## config.mk

```make
export PLATFORM = sky130hd
export DESIGN_NAME = note_player_env_flat
export DESIGN_NICKNAME = d
export VERILOG_FILES = /design/src/rtl/note_player_pkg.sv /design/src/rtl/note_player_if.sv /design/src/rtl/frequency_rom.sv /design/src/rtl/note_player_env_envelope_gen.sv /design/src/rtl/sine_reader.sv /design/src/rtl/note_player_env.sv /design/src/flat_wrapper.sv
export SDC_FILE = /design/constraint.sdc
export NUM_CORES = 1
export LEC_CHECK = 0
export CORE_UTILIZATION = 35
export CTS_CLUSTER_SIZE = 12
export DETAILED_ROUTE_END_ITERATION = 6
export MAX_ROUTING_LAYER = met4
export PLACE_DENSITY = 0.57
export SLEW_MARGIN = 20
export SYNTH_ARGS = -nofsm -noshare
export SYNTH_HDL_FRONTEND = slang
export SYNTH_SLANG_ARGS = --single-unit
```

## constraint.sdc

```tcl
create_clock -name clk -period 6.7 [get_ports clk]
set_input_delay 1.005 -clock clk [delete_from_list [all_inputs] [get_ports clk]]
set_output_delay 1.005 -clock clk [all_outputs]
set_load 0.005 [all_outputs]
```

## src/rtl/note_player_pkg.sv

```systemverilog
// Shared types and fixed widths for the enveloped note player.
package note_player_pkg;

  localparam int NOTE_W   = 6;
  localparam int SAMPLE_W = 16;
  localparam int STEP_W   = 20;

  localparam logic [NOTE_W-1:0] REST_NOTE = '0;

  typedef enum logic [2:0] {
    ST_IDLE,
    ST_ATTACK,
    ST_SUSTAIN,
    ST_RELEASE,
    ST_REST,
    ST_DONE
  } env_state_t;

  // States in which the oscillator is audible and the phase may advance.
  function automatic logic is_voiced(input env_state_t s);
    return (s == ST_ATTACK) || (s == ST_SUSTAIN) || (s == ST_RELEASE);
  endfunction

endpackage

```

## src/rtl/note_player_if.sv

```systemverilog
// Note/beat/sample handshake bundle between song reader, note player and codec path.
interface note_player_if #(
  parameter int DUR_W  = 6,
  parameter int GAIN_W = 4
);
  import note_player_pkg::*;

  logic                       play_enable;
  logic [NOTE_W-1:0]          note_to_load;
  logic [DUR_W-1:0]           duration_to_load;
  logic                       load_new_note;
  logic                       beat;
  logic                       generate_next_sample;
  logic                       note_ready;
  logic                       done_with_note;
  logic signed [SAMPLE_W-1:0] sample_out;
  logic                       new_sample_ready;
  logic [GAIN_W-1:0]          gain_out;

  modport master (
    output play_enable, note_to_load, duration_to_load, load_new_note, beat,
           generate_next_sample,
    input  note_ready, done_with_note, sample_out, new_sample_ready, gain_out
  );

  modport slave (
    input  play_enable, note_to_load, duration_to_load, load_new_note, beat,
           generate_next_sample,
    output note_ready, done_with_note, sample_out, new_sample_ready, gain_out
  );

endinterface

```

## src/rtl/frequency_rom.sv

```systemverilog
// Note index to phase step table, one cycle of read latency.
module frequency_rom
  import note_player_pkg::*;
(
  input  logic              clk,
  input  logic [NOTE_W-1:0] note,
  output logic [STEP_W-1:0] step
);

  always_ff @(posedge clk)
    step <= STEP_W'({note, 12'd0});

endmodule

```

## src/rtl/note_player_env_envelope_gen.sv

```systemverilog
// Beat-driven note state machine: remaining-beat counter and linear A/S/R gain.
module envelope_gen
  import note_player_pkg::*;
#(
  parameter int DUR_W         = 6,
  parameter int GAIN_W        = 4,
  parameter int ATTACK_INC    = 1,
  parameter int RELEASE_DEC   = 1,
  parameter int RELEASE_BEATS = 3
) (
  input  logic              clk,
  input  logic              reset,
  input  logic              play_enable,
  input  logic              load_new_note,
  input  logic [NOTE_W-1:0] note_in,
  input  logic [DUR_W-1:0]  duration_in,
  input  logic              beat,
  output env_state_t        state,
  output logic [NOTE_W-1:0] note_q,
  output logic [GAIN_W-1:0] gain,
  output logic              note_ready,
  output logic              done_with_note
);

  localparam logic [GAIN_W:0]   GAIN_MAX  = {1'b0, {GAIN_W{1'b1}}};
  localparam logic [GAIN_W-1:0] GAIN_FULL = {GAIN_W{1'b1}};
  localparam logic [GAIN_W:0]   INC       = (GAIN_W+1)'(ATTACK_INC);
  localparam logic [GAIN_W:0]   DEC       = (GAIN_W+1)'(RELEASE_DEC);
  localparam logic [DUR_W-1:0]  REL_TH    = DUR_W'(RELEASE_BEATS);

  logic [DUR_W-1:0] rem;
  logic [DUR_W-1:0] rem_dec;
  logic             accept;
  logic             counted;

  function automatic logic [GAIN_W-1:0] sat_add(input logic [GAIN_W-1:0] g);
    logic [GAIN_W:0] s;
    s = {1'b0, g} + INC;
    return (s > GAIN_MAX) ? GAIN_FULL : s[GAIN_W-1:0];
  endfunction

  function automatic logic [GAIN_W-1:0] sat_sub(input logic [GAIN_W-1:0] g);
    return ({1'b0, g} < DEC) ? '0 : (g - DEC[GAIN_W-1:0]);
  endfunction

  // A load in the same cycle as a beat swallows the beat.
  assign accept  = load_new_note & note_ready;
  assign counted = beat & play_enable & ~accept;
  assign rem_dec = rem - 1'b1;

  always_ff @(posedge clk or posedge reset) begin
    if (reset) begin
      state          <= ST_IDLE;
      rem            <= '0;
      gain           <= '0;
      note_q         <= '0;
      note_ready     <= 1'b1;
      done_with_note <= 1'b0;
    end else if (accept) begin
      note_q <= note_in;
      rem    <= duration_in;
      gain   <= '0;
      if (duration_in == '0) begin
        state          <= ST_DONE;
        note_ready     <= 1'b1;
        done_with_note <= 1'b1;
      end else begin
        state          <= (note_in == REST_NOTE) ? ST_REST : ST_ATTACK;
        note_ready     <= 1'b0;
        done_with_note <= 1'b0;
      end
    end else if (counted && (is_voiced(state) || state == ST_REST)) begin
      rem <= rem_dec;
      if (rem == DUR_W'(1)) begin
        state          <= ST_DONE;
        gain           <= '0;
        note_ready     <= 1'b1;
        done_with_note <= 1'b1;
      end else begin
        case (state)
          ST_ATTACK, ST_SUSTAIN: begin
            if (rem_dec <= REL_TH) begin
              state <= ST_RELEASE;
              gain  <= sat_sub(gain);
            end else if (state == ST_ATTACK) begin
              gain <= sat_add(gain);
              if (sat_add(gain) == GAIN_FULL) state <= ST_SUSTAIN;
            end
          end
          ST_RELEASE: gain <= sat_sub(gain);
          default:    gain <= '0;
        endcase
      end
    end
  end

endmodule

```

## src/rtl/sine_reader.sv

```systemverilog
// Phase accumulator plus quarter-wave sine table; answers each request one cycle later.
module sine_reader
  import note_player_pkg::*;
(
  input  logic                       clk,
  input  logic                       reset,
  input  logic                       generate_next_sample,
  input  logic [STEP_W-1:0]          step,
  output logic signed [SAMPLE_W-1:0] sample,
  output logic                       sample_ready
);

  localparam logic [14:0] QTAB [0:16] = '{
    15'd0,     15'd3212,  15'd6393,  15'd9512,  15'd12539, 15'd15446,
    15'd18204, 15'd20787, 15'd23170, 15'd25329, 15'd27245, 15'd28898,
    15'd30273, 15'd31356, 15'd32137, 15'd32609, 15'd32767
  };

  logic [STEP_W-1:0] phase;

  // 64 points per cycle: top two index bits pick the quadrant, the rest mirror the table.
  function automatic logic signed [SAMPLE_W-1:0] lookup(input logic [5:0] idx);
    logic [4:0]  k;
    logic [14:0] mag;
    k   = idx[4] ? (5'd16 - {1'b0, idx[3:0]}) : {1'b0, idx[3:0]};
    mag = QTAB[k];
    return idx[5] ? -$signed({1'b0, mag}) : $signed({1'b0, mag});
  endfunction

  always_ff @(posedge clk or posedge reset) begin
    if (reset) begin
      phase        <= '0;
      sample       <= '0;
      sample_ready <= 1'b0;
    end else begin
      sample_ready <= generate_next_sample;
      if (generate_next_sample) begin
        sample <= lookup(phase[STEP_W-1 -: 6]);
        phase  <= phase + step;
      end
    end
  end

endmodule

```

## src/rtl/note_player_env.sv

```systemverilog
// Single-voice note player with A/S/R envelope: ROM -> sine reader -> gain scaling register.
module note_player_env
  import note_player_pkg::*;
#(
  parameter int DUR_W         = 6,
  parameter int GAIN_W        = 4,
  parameter int ATTACK_INC    = 1,
  parameter int RELEASE_DEC   = 1,
  parameter int RELEASE_BEATS = 3
) (
  input logic         clk,
  input logic         reset,
  note_player_if.slave bus
);

  localparam int PW = SAMPLE_W + GAIN_W + 1;

  env_state_t                 state;
  logic [NOTE_W-1:0]          note_q;
  logic [GAIN_W-1:0]          gain;
  logic [STEP_W-1:0]          rom_step;
  logic [STEP_W-1:0]          step;
  logic signed [SAMPLE_W-1:0] raw_p0;
  logic                       vld_p0;
  logic signed [SAMPLE_W-1:0] sample_p1;
  logic                       vld_p1;

  function automatic logic signed [SAMPLE_W-1:0] scale_gain(
    input logic signed [SAMPLE_W-1:0] raw,
    input logic [GAIN_W-1:0]          g
  );
    logic signed [PW-1:0] a;
    logic signed [PW-1:0] b;
    logic signed [PW-1:0] prod;
    a    = PW'(raw);
    b    = $signed(PW'(g));
    prod = a * b;
    return $signed(prod[GAIN_W +: SAMPLE_W]);
  endfunction

  envelope_gen #(
    .DUR_W(DUR_W), .GAIN_W(GAIN_W), .ATTACK_INC(ATTACK_INC),
    .RELEASE_DEC(RELEASE_DEC), .RELEASE_BEATS(RELEASE_BEATS)
  ) u_env (
    .clk(clk), .reset(reset), .play_enable(bus.play_enable),
    .load_new_note(bus.load_new_note), .note_in(bus.note_to_load),
    .duration_in(bus.duration_to_load), .beat(bus.beat),
    .state(state), .note_q(note_q), .gain(gain),
    .note_ready(bus.note_ready), .done_with_note(bus.done_with_note)
  );

  frequency_rom u_rom (.clk(clk), .note(note_q), .step(rom_step));

  // Zero step freezes the phase during rests, idle/done and while paused.
  assign step = (is_voiced(state) && bus.play_enable) ? rom_step : '0;

  sine_reader u_sine (
    .clk(clk), .reset(reset), .generate_next_sample(bus.generate_next_sample),
    .step(step), .sample(raw_p0), .sample_ready(vld_p0)
  );

  // Stage p0 -> p1: apply envelope gain to the raw sine sample
  always_ff @(posedge clk or posedge reset) begin
    if (reset) begin
      sample_p1 <= '0;
      vld_p1    <= 1'b0;
    end else begin
      vld_p1 <= vld_p0;
      if (vld_p0) sample_p1 <= scale_gain(raw_p0, gain);
    end
  end

  assign bus.sample_out       = sample_p1;
  assign bus.new_sample_ready = vld_p1;
  assign bus.gain_out         = gain;

endmodule

```

## src/flat_wrapper.sv

```systemverilog
// flat-port wrapper written by rule: the top's interface ports become plain ports
module note_player_env_flat import note_player_pkg::*;
#(
  parameter int DUR_W         = 6,
  parameter int GAIN_W        = 4,
  parameter int ATTACK_INC    = 1,
  parameter int RELEASE_DEC   = 1,
  parameter int RELEASE_BEATS = 3
)
  (clk, reset, bus_play_enable, bus_note_to_load, bus_duration_to_load, bus_load_new_note, bus_beat, bus_generate_next_sample, bus_note_ready, bus_done_with_note, bus_sample_out, bus_new_sample_ready, bus_gain_out);
  note_player_if #(.DUR_W(DUR_W), .GAIN_W(GAIN_W)) bus_i ();
  input logic clk;
  input logic reset;
  input wire logic [$bits(bus_i.play_enable)-1:0] bus_play_enable;
  input wire logic [$bits(bus_i.note_to_load)-1:0] bus_note_to_load;
  input wire logic [$bits(bus_i.duration_to_load)-1:0] bus_duration_to_load;
  input wire logic [$bits(bus_i.load_new_note)-1:0] bus_load_new_note;
  input wire logic [$bits(bus_i.beat)-1:0] bus_beat;
  input wire logic [$bits(bus_i.generate_next_sample)-1:0] bus_generate_next_sample;
  output wire logic [$bits(bus_i.note_ready)-1:0] bus_note_ready;
  output wire logic [$bits(bus_i.done_with_note)-1:0] bus_done_with_note;
  output wire logic [$bits(bus_i.sample_out)-1:0] bus_sample_out;
  output wire logic [$bits(bus_i.new_sample_ready)-1:0] bus_new_sample_ready;
  output wire logic [$bits(bus_i.gain_out)-1:0] bus_gain_out;
  assign bus_i.play_enable = bus_play_enable;
  assign bus_i.note_to_load = bus_note_to_load;
  assign bus_i.duration_to_load = bus_duration_to_load;
  assign bus_i.load_new_note = bus_load_new_note;
  assign bus_i.beat = bus_beat;
  assign bus_i.generate_next_sample = bus_generate_next_sample;
  assign bus_note_ready = bus_i.note_ready;
  assign bus_done_with_note = bus_i.done_with_note;
  assign bus_sample_out = bus_i.sample_out;
  assign bus_new_sample_ready = bus_i.new_sample_ready;
  assign bus_gain_out = bus_i.gain_out;
  note_player_env #(.DUR_W(DUR_W), .GAIN_W(GAIN_W), .ATTACK_INC(ATTACK_INC), .RELEASE_DEC(RELEASE_DEC), .RELEASE_BEATS(RELEASE_BEATS)) u_core (.clk(clk), .reset(reset), .bus(bus_i));
endmodule
```

## After elaboration in Yosys (flattened, before gate mapping)

Memory sizes are Yosys's and may differ from the RTL's.
Index checks and enable logic that the tools add are counted.

| storage, ports and cells | value |
|---|---|
| bits in registers | 81 |
| bits in read-only memories | 480 |
| bits of input ports | 18 |
| output and inout bits | 23 |
| word-level logic and storage cells | 80 |
| memories | 1 |

| operators by class | value |
|---|---|
| $add $sub $neg | 6 |
| multipliers | 1 |
| $lt $le $gt $ge | 4 |
| equal/unequal tests | 7 |
| mux-type cells | 28 |
| bitwise gates (word level) | 5 |
| reduce and logical (&&, ||, !) cells | 16 |

Memory list:

| memory | depth | bits a word | read ports | clocked after Yosys merged registers in | write ports | RTL line | text |
|---|---|---|---|---|---|---|---|
| (name not given) | 32 | 15 | 1 | 0 | 0 | sine_reader.sv:26 | `mag = QTAB[k];` |

Operator list:

| kind | count |
|---|---|
| $mux W15 | 2 |
| $mux W4 | 7 |
| $mux W3 | 9 |
| $add A20 B20 Y20 | 1 |
| $mul A16 B5 Y20 | 1 |
| $mux W18 | 1 |
| $mux W16 | 1 |
| $neg A15 Y16 | 1 |
| $logic_not A6 Y1 | 2 |
| $mux W6 | 2 |
| $pmux W4 S2 | 1 |
| $reduce_bool A4 Y1 | 2 |
| $eq A3 B2 Y1 const B | 2 |
| $eq A6 B1 Y1 const B | 1 |
| $ge A6 B6 Y1 const B | 1 |
| $le A6 B2 Y1 const B | 1 |
| $not A5 Y6 | 1 |
| $sub A6 B1 Y6 const B | 1 |
| $add A4 B1 Y5 const B | 1 |
| $gt A5 B4 Y1 const B | 1 |
| $mux W5 | 1 |
| $ne A5 B4 Y1 const B | 1 |
| $sub A5 B4 Y5 const A | 1 |
| $eq A4 B4 Y1 const B | 1 |
| other kinds (14) | 24 |

## Depth between registers and ports, before layout

| logic depth | value |
|---|---|
| depth in word-level cells | 11 |
| mapped depth | 17 |
| gate-level depth less buffers | 14 |

## Cells and area by module

A second synthesis with hierarchy kept.

| second synthesis, totals | value |
|---|---|
| cells, all modules | 910 |
| area, all modules | 7862.5 um2 |

Modules (own cells, without submodules):

| module | times used | cells each | area an instance (um2) | sequential area each (um2) |
|---|---|---|---|---|
| sine_reader | 1 | 364 | 3148.0 | 925.9 |
| note_player_env | 1 | 364 | 3083.0 | 425.4 |
| envelope_gen | 1 | 161 | 1402.6 | 526.8 |
| frequency_rom | 1 | 21 | 229.0 | 120.1 |

## Least setup slack after synthesis

No wires, ideal clock.

| timing | value |
|---|---|
| path type | register to register |
| from | reg u_core.u_env.gain[2] |
| to | reg u_core.sample_p1[15] (netlist: u_core.bus.sample_out[15]) |
| library setup time | 0.120 ns |
| data arrival time | 4.570 ns |
| required time | 6.580 ns |
| path slack | 2.010 ns |
| cell stages (with the launch flop) | 17 |
| path buffers | 3 |
| period minus slack after synthesis | 4.690 ns |
| cells stage by stage | dfrtp_1 -> clkbuf_1 -> clkbuf_1 -> clkbuf_1 -> and2_1 -> ha_1 -> fa_1 -> inv_1 -> fa_1 -> inv_1 -> ha_1 -> a211o_1 -> nor4b_1 -> or4b_2 -> a21oi_1 -> or3_1 -> a31o_2 |

| on the way | value |
|---|---|
| cells in the longest elaborated chain, start to end | 1 |

Ends and longest elaborated chain:

| item | RTL line | text |
|---|---|---|
| from (decl) | note_player_env_envelope_gen.sv:20 | `output logic [GAIN_W-1:0] gain,` |
| from (signal assigned) | note_player_env_envelope_gen.sv:84 | `gain <= sat_sub(gain);` |
| from (signal assigned) | note_player_env_envelope_gen.sv:86 | `gain <= sat_add(gain);` |
| from (signal assigned) | note_player_env_envelope_gen.sv:90 | `ST_RELEASE: gain <= sat_sub(gain);` |
| $mul A16 B5 Y20 | note_player_env.sv:37 | `prod = a * b;` |
| to (signal assigned) | note_player_env.sv:69 | `if (vld_p0) sample_p1 <= scale_gain(raw_p0, gain);` |
| to (decl) | note_player_env.sv:25 | `logic signed [SAMPLE_W-1:0] sample_p1;` |

No other way between the ends.
A chain may end at the register's enable or synchronous reset.

## Final worst setup path

Ends and elaborated chain as after synthesis.

==> results.sh <==
export IMPL_core_region_area_mm2=0.0180
export IMPL_static_leakage_uw=0.00346
export IMPL_synth_edf_count=0
export IMPL_gr_usage_all_layers_pct=15.5
export IMPL_num_fill_cells=1856
export IMPL_drc=0
export IMPL_synth_largest_area_cell="sky130_fd_sc_hd__dfrtp_1"
export IMPL_criticalPathCategory="register to register"
export IMPL_timing_final_crit_period_ps=4840
export IMPL_number_of_standard_cells_after_synthesis=750
export IMPL_area_delta_synth_final_pct=13.7
export IMPL_route_final_wire_length_um=13300
export IMPL_crit_arrival_ps=5080
export IMPL_cts_htree_levels=3
export IMPL_syn_area_mm2=0.00647
export IMPL_placement_rows=49
export IMPL_post_synth_most_frequent_cells="sky130_fd_sc_hd__inv_1 (86), sky130_fd_sc_hd__dfrtp_1 (62), sky130_fd_sc_hd__nand2_1 (57), sky130_fd_sc_hd__nor2_1 (55)"
export IMPL_cts_hold_buf=0
export IMPL_drt_pass1_iter_count=4
export IMPL_synth_most_common_cell="sky130_fd_sc_hd__inv_1"
export IMPL_min_period_over_period_pct=72.2
export IMPL_post_cts_setup_buffers=0
export IMPL_cts_resized=0
export IMPL_clk_pin_slew_worst_paths_ps=70
export IMPL_critPathMaxFanout=28
export IMPL_dieArea_mm2=0.0190
export IMPL_setup_violations_final=0
export IMPL_synth_warnings=0
export IMPL_drt_wirelength_per_cell_um=13.2
export IMPL_dominant_cells_by_area_after_synthesis="sky130_fd_sc_hd__dfrtp_1 (24%), sky130_fd_sc_hd__fa_1 (9.9%), sky130_fd_sc_hd__ha_1 (9.7%)"
export IMPL_cts_tree="built"
export IMPL_crit_path_start_kind="register"
export IMPL_placed_cells=988
export IMPL_number_of_unique_standard_cell_types_used_by_synthesis=74
export IMPL_antenna_cells=0
export IMPL_clk_latency_ps=350
export IMPL_finClkSkew_ps=13.2
export IMPL_grt_first_pass_wirelength_um=22800
export IMPL_io_buffer_count=40
export IMPL_grt_antenna_before_repair=0
export IMPL_globalRoute_totalOverflow=0
export IMPL_ys_seq_area_share_pct=26.2
export IMPL_irDropWorstVdd_uv=136
export IMPL_power_per_cell_area_mw_per_mm2=170
export IMPL_clkPwrFrac_pct=40.4
export IMPL_clockBufferDepth=2
export IMPL_worstSetupEndpointType="register"
export IMPL_cp_required_ps=6940
export IMPL_synth_top_flop_cell="sky130_fd_sc_hd__dfrtp_1"
export IMPL_die_height_um=138
export IMPL_synth_area_per_cell_um2=8.63
export IMPL_first_global_vias=4721
export IMPL_number_of_register_bits_inferred_by_synthesis=69
export IMPL_floorplan_initialDensity_pct=35.9
export IMPL_final_net_count=870
export IMPL_hp_class="register to register"
export IMPL_gp_routability_congestion=0.794
export IMPL_grt_start_max_net_pins=64
export IMPL_rsz0062_at_grt="no"
export IMPL_dr_total_vias=5047
export IMPL_outcome="complete, no violations"
export IMPL_num_cts_buffers=9
export IMPL_max_freq_ghz=0.207
export IMPL_drt_iter0_drc=243
export IMPL_io_pins=41
export IMPL_internal_power_uw=859
export IMPL_ys_async_sr_fraction_pct=91.3
export IMPL_fin_setup_tns_ps=0
export IMPL_worst_slew_pin_slew_ps=870
export IMPL_final_layout_size_suffix_gt1_share_pct=7.48
export IMPL_route_antenna_remaining_nets=0
export IMPL_fin_cells=1004
export IMPL_seqPwrFrac_pct=39.1
export IMPL_drv_slew=0
export IMPL_synth_top_area_share_pct=24.0
export IMPL_power_switching_fraction_pct=31.2
export IMPL_synthesis_nets=850
export IMPL_via_per_inst=5.03
export IMPL_slew_limit_headroom_pct=42.0
export IMPL_hpwlAfterDp_um=9990
export IMPL_die_width_um=138
export IMPL_comb_power_share_pct=20.5
export IMPL_finalHoldViolations=0
export IMPL_root_cell_of_the_clock_tree="sky130_fd_sc_hd__clkbuf_16"
export IMPL_power_switching_uw=390
export IMPL_tritoncts_num_sinks=69
export IMPL_maxCapViolCount=0
==> power groups by stage <==
stage               registers [µW]  clock network [µW]  logic, µW
global placement               497                   0        257
finish                         488                 504        256
floorplan                      471                   0        206
detailed placement             497                   0        257
global route                   495                 533        287
CTS                            489                 520        258
==> per-stage QoR <==
step                      hold WS [ps]  power, µW  cell area, µm²  setup slack (ps)  util (%)
final                              364       1250            7350              1860      40.8
after global routing               368       1320            7350              1390      40.8
after CTS                          365       1270            7350              1820      40.8
after detailed placement           351        753            7040              1850      39.1
after global placement             349        754            7040              1880      39.1
after floorplan                    342        678            6470              2010         -
==> layer usage <==
layer	routed length [µm]	part of all wire (%)	track usage [%]
met3	355	2.7	3.11
met2	6190	47	24.0
met5	0	0	-
met4	193	1.5	5.07
met1	6550	49	20.3
==> placed cells by master, fill, tap and decap left out, types with 5 or more instances in the layout <==
cell                              count
sky130_fd_sc_hd__clkdlybuf4s50_1     40
sky130_fd_sc_hd__buf_4                5
sky130_fd_sc_hd__xor2_1               5
sky130_fd_sc_hd__a31oi_1             12
sky130_fd_sc_hd__or3_1                5
sky130_fd_sc_hd__a21o_1               7
sky130_fd_sc_hd__and2_1              50
sky130_fd_sc_hd__o21a_1               7
sky130_fd_sc_hd__clkbuf_16            9
sky130_fd_sc_hd__inv_1               85
sky130_fd_sc_hd__o21ai_1              5
sky130_fd_sc_hd__o21ai_0             28
sky130_fd_sc_hd__nor2b_1              9
sky130_fd_sc_hd__nor4_1               5
sky130_fd_sc_hd__a21oi_1             40
sky130_fd_sc_hd__mux2i_1              5
sky130_fd_sc_hd__nand2b_1            10
sky130_fd_sc_hd__dfxtp_1              6
sky130_fd_sc_hd__xnor2_1             29
sky130_fd_sc_hd__ha_1                50
sky130_fd_sc_hd__o211ai_1            13
sky130_fd_sc_hd__dfrtp_1             62
sky130_fd_sc_hd__o31ai_1              9
sky130_fd_sc_hd__nand2_1             57
sky130_fd_sc_hd__nor2_1              55
sky130_fd_sc_hd__mux2_2              22
sky130_fd_sc_hd__nor3_1              14
sky130_fd_sc_hd__nand3_1             12
sky130_fd_sc_hd__fa_1                32
sky130_fd_sc_hd__a22oi_1              5
==> critical path, stage by stage, from the launching register on <==
cell and delay (ps):
sky130_fd_sc_hd__dfrtp_1 820, sky130_fd_sc_hd__and2_1 230, sky130_fd_sc_hd__ha_1 250, sky130_fd_sc_hd__fa_1 530
sky130_fd_sc_hd__inv_1 50, sky130_fd_sc_hd__fa_1 530, sky130_fd_sc_hd__inv_1 40, sky130_fd_sc_hd__ha_1 340
sky130_fd_sc_hd__a211o_1 320, sky130_fd_sc_hd__nor4b_1 610, sky130_fd_sc_hd__or4b_2 270, sky130_fd_sc_hd__a21oi_1 90
sky130_fd_sc_hd__or3_1 390, sky130_fd_sc_hd__a31o_2 240
==> state kept, by name (all words and copies together), names as in the netlist <==
register                     flops
u_core.u_sine.phase              8
u_core.u_env.note_ready          1
u_core.u_env.state               3
u_core.u_env.done_with_note      1
u_core.bus.sample_out           16
u_core.u_sine.sample_ready       1
u_core.bus.new_sample_ready      1
u_core.u_env.rem                 6
u_core.u_rom.step                6
u_core.u_env.gain                4
u_core.u_env.note_q              6
u_core.u_sine.sample            16
==> layout make-up <==
class	count	area [µm²]	share of cell area [%]
Multi-Input combinational cell	556	4290	58.3
Sequential cell	69	1700	23.1
Timing Repair Buffer	45	438	5.96
Inverter	89	334	4.54
Tap cell	229	287	3.90
Clock buffer	11	253	3.44
Clock inverter	5	58.8	0.800
==> worst paths after layout <==
check | startpoint | to | slack (ps) | depth (start not counted)
worst max-delay path | u_core.u_env.gain[2] | u_core.bus.sample_out[15] | 1860 | 13
worst min-delay path | u_core.u_env.note_q[4] | u_core.u_rom.step[16] | 360 | 0
worst max register to register | u_core.u_env.gain[2] | u_core.bus.sample_out[15] | 1860 | 13
worst min register to register | u_core.u_env.note_q[4] | u_core.u_rom.step[16] | 360 | 0
max in group asynchronous | reset | u_core.bus.sample_out[1] | 4940 | 3
min in group asynchronous | reset | u_core.u_env.gain[0] | 1200 | 3
==> logic make-up after synthesis <==
logic type | share of synthesized area, %
adder cells (fa/ha/maj) | 19.7
multiplexers | 4.60
AND/OR/NAND/NOR | 19.2
flip-flops | 26.2
XOR/XNOR | 5.28
buffers and inverters | 7.52
AO/OA/AOI/OAI | 17.4
Note: power is estimated with default switching activity, not from simulation.
